[src/rtl/pool_relu_stream_if.sv]
// Stream bundle for pool_relu_stream: one input pixel stream and one pooled
// output stream, each valid/ready, plus the framing-error pulse.
//   in_valid/in_ready/in_data/in_last     : conv samples, raster order
//   out_valid/out_ready/out_data/out_last : pooled, ReLU'd samples
//   frame_err                             : one-cycle pulse on a framing mismatch
// modport slave is the pooling block; modport master is whoever feeds it and
// drains its output.
interface pool_relu_stream_if #(
  parameter int DW = 45
);
  logic                 in_valid;
  logic                 in_ready;
  logic signed [DW-1:0] in_data;
  logic                 in_last;
  logic                 out_valid;
  logic                 out_ready;
  logic signed [DW-1:0] out_data;
  logic                 out_last;
  logic                 frame_err;

  modport master (
    output in_valid, in_data, in_last, out_ready,
    input  in_ready, out_valid, out_data, out_last, frame_err
  );

  modport slave (
    input  in_valid, in_data, in_last, out_ready,
    output in_ready, out_valid, out_data, out_last, frame_err
  );
endinterface

[src/rtl/pool_relu_stream.sv]
// Streaming 2x2 / stride-2 max-pool followed by ReLU for one feature-map
// channel. Pixels arrive in raster order; only one row of partial maxima
// (IN_W/2 entries) is stored, never a full frame.
//   clk, rst : clock, synchronous active-high reset
//   s        : pool_relu_stream_if.slave (input stream, output stream,
//              frame_err pulse)
// A window completes on the odd-row/odd-col pixel; the pooled result lands in
// a single output register the following cycle. Input is stalled while that
// register holds an unaccepted result.
module pool_relu_stream #(
  parameter int IN_W = 24,
  parameter int IN_H = 24,
  parameter int DW   = 45
) (
  input  logic              clk,
  input  logic              rst,
  pool_relu_stream_if.slave s
);
  localparam int CW = $clog2(IN_W);
  localparam int RW = $clog2(IN_H);
  localparam int KW = (IN_W / 2 > 1) ? $clog2(IN_W / 2) : 1;
  localparam logic [CW-1:0] COL_END = CW'(IN_W - 1);
  localparam logic [RW-1:0] ROW_END = RW'(IN_H - 1);

  function automatic logic signed [DW-1:0] max_s(input logic signed [DW-1:0] a,
                                                 input logic signed [DW-1:0] b);
    return (a > b) ? a : b;
  endfunction

  function automatic logic signed [DW-1:0] relu(input logic signed [DW-1:0] v);
    return v[DW-1] ? '0 : v;
  endfunction

  logic signed [DW-1:0] linebuf [IN_W/2];
  logic signed [DW-1:0] hold_p0;
  logic [CW-1:0]        col;
  logic [RW-1:0]        row;
  logic [KW-1:0]        k;

  logic                 vld_p1;
  logic signed [DW-1:0] data_p1;
  logic                 last_p1;
  logic                 err_p1;

  logic                 accept;
  logic                 out_acc;
  logic                 at_end;
  logic signed [DW-1:0] pair_p0;
  logic signed [DW-1:0] max_p0;

  // Stage 0: beat decode and running maximum for the current window
  assign s.in_ready = !vld_p1 || s.out_ready;
  assign accept     = s.in_valid && s.in_ready;
  assign out_acc    = vld_p1 && s.out_ready;
  assign at_end     = (row == ROW_END) && (col == COL_END);
  assign k          = KW'(col >> 1);

  // Odd columns pair with the hold register (left neighbour of this window);
  // even columns on odd rows pair with the upper row's partial maximum.
  assign pair_p0 = col[0] ? hold_p0 : linebuf[k];
  assign max_p0  = max_s(pair_p0, s.in_data);

  always_ff @(posedge clk) begin
    if (accept && !row[0] && col[0]) begin
      linebuf[k] <= max_p0;
    end
  end

  always_ff @(posedge clk) begin
    if (rst) begin
      hold_p0 <= '0;
      col     <= '0;
      row     <= '0;
      vld_p1  <= 1'b0;
      data_p1 <= '0;
      last_p1 <= 1'b0;
      err_p1  <= 1'b0;
    end else begin
      err_p1 <= accept && (s.in_last != at_end);

      if (accept && !col[0]) begin
        hold_p0 <= row[0] ? max_p0 : s.in_data;
      end

      // Stage 1: pooled output register; a completing window overrides the
      // clear from a same-cycle output accept.
      if (accept && row[0] && col[0]) begin
        vld_p1  <= 1'b1;
        data_p1 <= relu(max_p0);
        last_p1 <= at_end;
      end else if (out_acc) begin
        vld_p1 <= 1'b0;
      end

      // An early in_last restarts the frame after this beat is processed.
      if (accept) begin
        if (s.in_last && !at_end) begin
          col <= '0;
          row <= '0;
        end else if (col == COL_END) begin
          col <= '0;
          row <= (row == ROW_END) ? '0 : row + 1'b1;
        end else begin
          col <= col + 1'b1;
        end
      end
    end
  end

  assign s.out_valid = vld_p1;
  assign s.out_data  = data_p1;
  assign s.out_last  = last_p1;
  assign s.frame_err = err_p1;
endmodule

[src/flat_wrapper.sv]
// flat-port wrapper written by rule: the top's interface ports become plain ports
module pool_relu_stream_flat 
#(
  parameter int IN_W = 24,
  parameter int IN_H = 24,
  parameter int DW   = 45
)
  (clk, rst, s_in_valid, s_in_data, s_in_last, s_out_ready, s_in_ready, s_out_valid, s_out_data, s_out_last, s_frame_err);
  pool_relu_stream_if #(.DW(DW)) s_i ();
  input  logic clk;
  input  logic rst;
  input wire logic [$bits(s_i.in_valid)-1:0] s_in_valid;
  input wire logic [$bits(s_i.in_data)-1:0] s_in_data;
  input wire logic [$bits(s_i.in_last)-1:0] s_in_last;
  input wire logic [$bits(s_i.out_ready)-1:0] s_out_ready;
  output wire logic [$bits(s_i.in_ready)-1:0] s_in_ready;
  output wire logic [$bits(s_i.out_valid)-1:0] s_out_valid;
  output wire logic [$bits(s_i.out_data)-1:0] s_out_data;
  output wire logic [$bits(s_i.out_last)-1:0] s_out_last;
  output wire logic [$bits(s_i.frame_err)-1:0] s_frame_err;
  assign s_i.in_valid = s_in_valid;
  assign s_i.in_data = s_in_data;
  assign s_i.in_last = s_in_last;
  assign s_i.out_ready = s_out_ready;
  assign s_in_ready = s_i.in_ready;
  assign s_out_valid = s_i.out_valid;
  assign s_out_data = s_i.out_data;
  assign s_out_last = s_i.out_last;
  assign s_frame_err = s_i.frame_err;
  pool_relu_stream #(.IN_W(IN_W), .IN_H(IN_H), .DW(DW)) u_core (.clk(clk), .rst(rst), .s(s_i));
endmodule
[config.mk]
export PLATFORM = sky130hd
export DESIGN_NAME = pool_relu_stream_flat
export DESIGN_NICKNAME = d
export VERILOG_FILES = /design/src/rtl/pool_relu_stream_if.sv /design/src/rtl/pool_relu_stream.sv /design/src/flat_wrapper.sv
export SDC_FILE = /design/constraint.sdc
export NUM_CORES = 1
export LEC_CHECK = 0
export ABC_CLOCK_PERIOD_IN_PS = 12700
export CAP_MARGIN = 25
export CELL_PAD_IN_SITES_DETAIL_PLACEMENT = 1
export CELL_PAD_IN_SITES_GLOBAL_PLACEMENT = 2
export CORE_UTILIZATION = 49
export CTS_BUF_LIST = sky130_fd_sc_hd__clkbuf_16
export CTS_CLUSTER_SIZE = 10
export DETAILED_ROUTE_END_ITERATION = 8
export MAX_ROUTING_LAYER = met4
export PLACE_DENSITY = 0.91
export SETUP_SLACK_MARGIN = 0.05
export SLEW_MARGIN = 20
export SYNTH_ARGS = -nofsm -noshare
export SYNTH_HDL_FRONTEND = slang
export SYNTH_SLANG_ARGS = --single-unit
[constraint.sdc]
create_clock -name clk -period 12.7 [get_ports clk]
set_input_delay 3.81 -clock clk [delete_from_list [all_inputs] [get_ports clk]]
set_output_delay 3.81 -clock clk [all_outputs]
set_load 0.02 [all_outputs]
==> impl_metrics.env <==
export IMPL_run_status="finished clean"
export IMPL_cp_end_kind="primary output"
export IMPL_seqPwrFrac_pct=50.2
export IMPL_yosysUniqueCellTypes=49
export IMPL_p_int_uw=3710
export IMPL_die_w_um=237
export IMPL_grt_max_degree=100
export IMPL_p_sw_uw=1190
export IMPL_port_buffer_count=97
export IMPL_detail_route_antenna_nets=0
export IMPL_synth_edf_count=540
export IMPL_area_growth_pct=15.4
export IMPL_setup_viol=0
export IMPL_power_frac_comb_pct=9.2
export IMPL_gp_congestion=0.778
export IMPL_drt_iter0_drc=1464
export IMPL_critical_path_arrival_ns=5.03
export IMPL_min_path_type="register to register"
export IMPL_post_cts_buffers=0
export IMPL_maxSlewHeadroom_pct=28.5
export IMPL_setup_worst_path_start="s_out_ready"
export IMPL_finalMaxSlewViolations=0
export IMPL_pin_count=99
export IMPL_hold_viol_final=0
export IMPL_critPathLaunchType="input port"
export IMPL_insertion_delay_ns=0.63
export IMPL_die_height_um=237
export IMPL_path_clk_slew_ns=0.06
export IMPL_drv_cap=0
export IMPL_numCtsBuffers=76
export IMPL_yosys_top_cells_area="edfxtp_1 60%, mux4_2 11%, dfxtp_1 7.8%"
export IMPL_avgViaCountPerCell=6.45
export IMPL_dr_total_vias=16700
export IMPL_cts_resized_gates=0
export IMPL_overflow=0
export IMPL_required_ns=8.89
export IMPL_fin_skew_ns=0.0280
export IMPL_drive_gt1_share_pct=15.5
export IMPL_root_buffer="clkbuf_16"
export IMPL_p_per_area_nw_per_um2=157
export IMPL_drt_total_wl_mm=75.3
export IMPL_p_sw_share_pct=24.4
export IMPL_synthArstFlopShare_pct=0
export IMPL_fin_crit_ns=8.84
export IMPL_tns_ns=0
export IMPL_rsz0062_at_grt="no"
export IMPL_nets=1928
export IMPL_yosysWarnings=0
export IMPL_core_area_um2=54200
export IMPL_cts_num_sinks=646
export IMPL_syn_area_um2=27100
export IMPL_grt_pass1_wl_mm=113
export IMPL_synth_seq_cells=646
export IMPL_p_clk_share_pct=40.6
export IMPL_ys_seq_area_share_pct=67.8
export IMPL_design_die_area_um2=56200
export IMPL_h_tree_depth=3
export IMPL_cts_hold_buf=0
export IMPL_syn_nets=1841
export IMPL_first_global_vias=18100
export IMPL_ir_drop_mv=0.137
export IMPL_preCtsSetupSlack_ns=3.85
export IMPL_min_from="u_core.s.out_last"
export IMPL_first_pass_iters=6
export IMPL_yosys_area_top_type_share_pct=59.9
export IMPL_max_freq_mhz=113
export IMPL_synth_ff_type="edfxtp_1"
export IMPL_fin_ws_ns=3.86
export IMPL_tritoncts="done"
export IMPL_start_util_pct=49.9
export IMPL_clock_tree_buffer_depth=3
export IMPL_antenna_found_initial=5
export IMPL_rows=85
export IMPL_synthCells=1743
export IMPL_grt_use_total_pct=28.3
export IMPL_synth_area_per_cell_um2=15.5
export IMPL_drc=0
export IMPL_fin_crit_sh_pct=69.6
export IMPL_crit_fanout=4
export IMPL_hpwl_mm=43.0
export IMPL_worst_pin_slew_ns=1.07
export IMPL_p_leak_uw=0.0102
export IMPL_wire_per_inst_um=29.0
export IMPL_synth_area_leader_cell="edfxtp_1"
export IMPL_worstSetupPathType="input port to primary output"
-- power by group through the flow --
stage          combinational [uW]  clock, uW  sequential [uW]
5_1_grt                       482       2090             2460
4_1_cts                       438       2020             2460
3_3_place_gp                  393          0             2500
3_5_place_dp                  433          0             2510
6_report                      449       1990             2460
2_1_floorplan                 274          0             2490
-- synth_stat cells (3+ instances only) --
| master | count |
|---|---|
| edfxtp_1 | 540 |
| mux4_2 | 135 |
| a21oi_1 | 118 |
| nand2_1 | 114 |
| dfxtp_1 | 106 |
| clkbuf_1 | 88 |
| nor2_1 | 67 |
| o21ai_0 | 61 |
| nor3_1 | 52 |
| ha_1 | 48 |
| a31oi_1 | 47 |
| mux2i_1 | 46 |
| and2_1 | 45 |
| inv_1 | 45 |
| nor4_1 | 45 |
| o31ai_1 | 45 |
| a221o_1 | 44 |
| buf_2 | 24 |
| buf_1 | 10 |
| nand3_1 | 8 |
| nand4_1 | 8 |
| buf_6 | 4 |
| nand2b_1 | 4 |
| a21o_1 | 3 |
| nand3b_1 | 3 |
-- per-layer routing --
layer	vias to the layer above	GRT usage, %	part of all wire, %	wire, um
li1	7104	-	-	-
met1	8683	36.0	41	30700
met2	747	45.1	49	37200
met3	210	5.34	6.4	4800
met4	0	11.3	3.3	2490
met5	-	-	0	0
-- cell usage in the layout (no fill, tap or decap), types with 46 or more instances in the layout --
cell type        netlist  final
clkdlybuf4s50_1        0     97
a21oi_1              118    118
ha_1                  48     48
nor3_1                52     49
dfxtp_1              106    100
mux4_2               135    135
nand2_1              114    113
a31oi_1               47     47
clkbuf_16              0     80
edfxtp_1             540    540
inv_1                 45     97
nor2_1                67     56
mux2i_1               46     46
o21ai_0               61     60
-- critical path, cell delays in order --
cell and delay, ns:
clkdlybuf4s50_1 0.45, nand2b_1 0.16, clkdlybuf4s50_1 0.62
-- final timing paths --
path / endpoint / slack [ns] / cells after the start
worst max-delay path: s_in_ready / 3.86 / 3
worst max register to register: u_core.linebuf[6][19] / 4.88 / 17
worst min-delay path: u_core.s.out_last / 0.48 / 2
worst min register to register: u_core.s.out_last / 0.48 / 2
-- stage by stage --
step / instances / hold slack [ns] / area, um2 / total power, uW / utilization, %
final: 2594 / 0.484 / 31200 / 4900 / 57.6
after global routing: 2593 / 0.496 / 31200 / 5030 / 57.6
after CTS: 2585 / 0.487 / 31200 / 4920 / 57.5
after detailed placement: 2445 / 0.476 / 28900 / 2940 / 53.3
after global placement: 2440 / 0.459 / 28800 / 2900 / 53.0
after floorplan: 1743 / 0.441 / 27100 / 2760 / -
-- kinds of logic (layout without fill, tap and decap cells) --
logic type,count (synthesis),after routing,share of synthesized area [%]
other,1,7,0.0139
DFF,646,646,67.8
and+or+nand+nor,363,363,6.63
buffers and inverters,173,322,2.64
xor gates and xnor gates,2,2,0.0647
adders and majority gates,48,48,2.22
AOI/OAI and AO/OA,329,329,7.75
muxes,181,181,12.9
-- sequential cells by signal, summed over array words and instances (netlist names), named ones only --
name and cells:
u_core.col 5, u_core.s.frame_err 1, u_core.row 5, u_core.s.out_data 44
u_core.s.out_valid 1, u_core.linebuf 540, u_core.s.out_last 1, u_core.hold_p0 45
-- area by class of cell --
cell class | instances | area [um2]
Inverter | 46 | 173
Timing Repair Buffer | 136 | 1390
Tap cell | 696 | 871
Fill cell | 5019 | 23000
Clock buffer | 80 | 2000
Clock inverter | 60 | 289
Multi-Input combinational cell | 924 | 8150
Antenna cell | 6 | 15.0
Sequential cell | 646 | 18400
No activity file was read; power rests on OpenSTA's default activity.
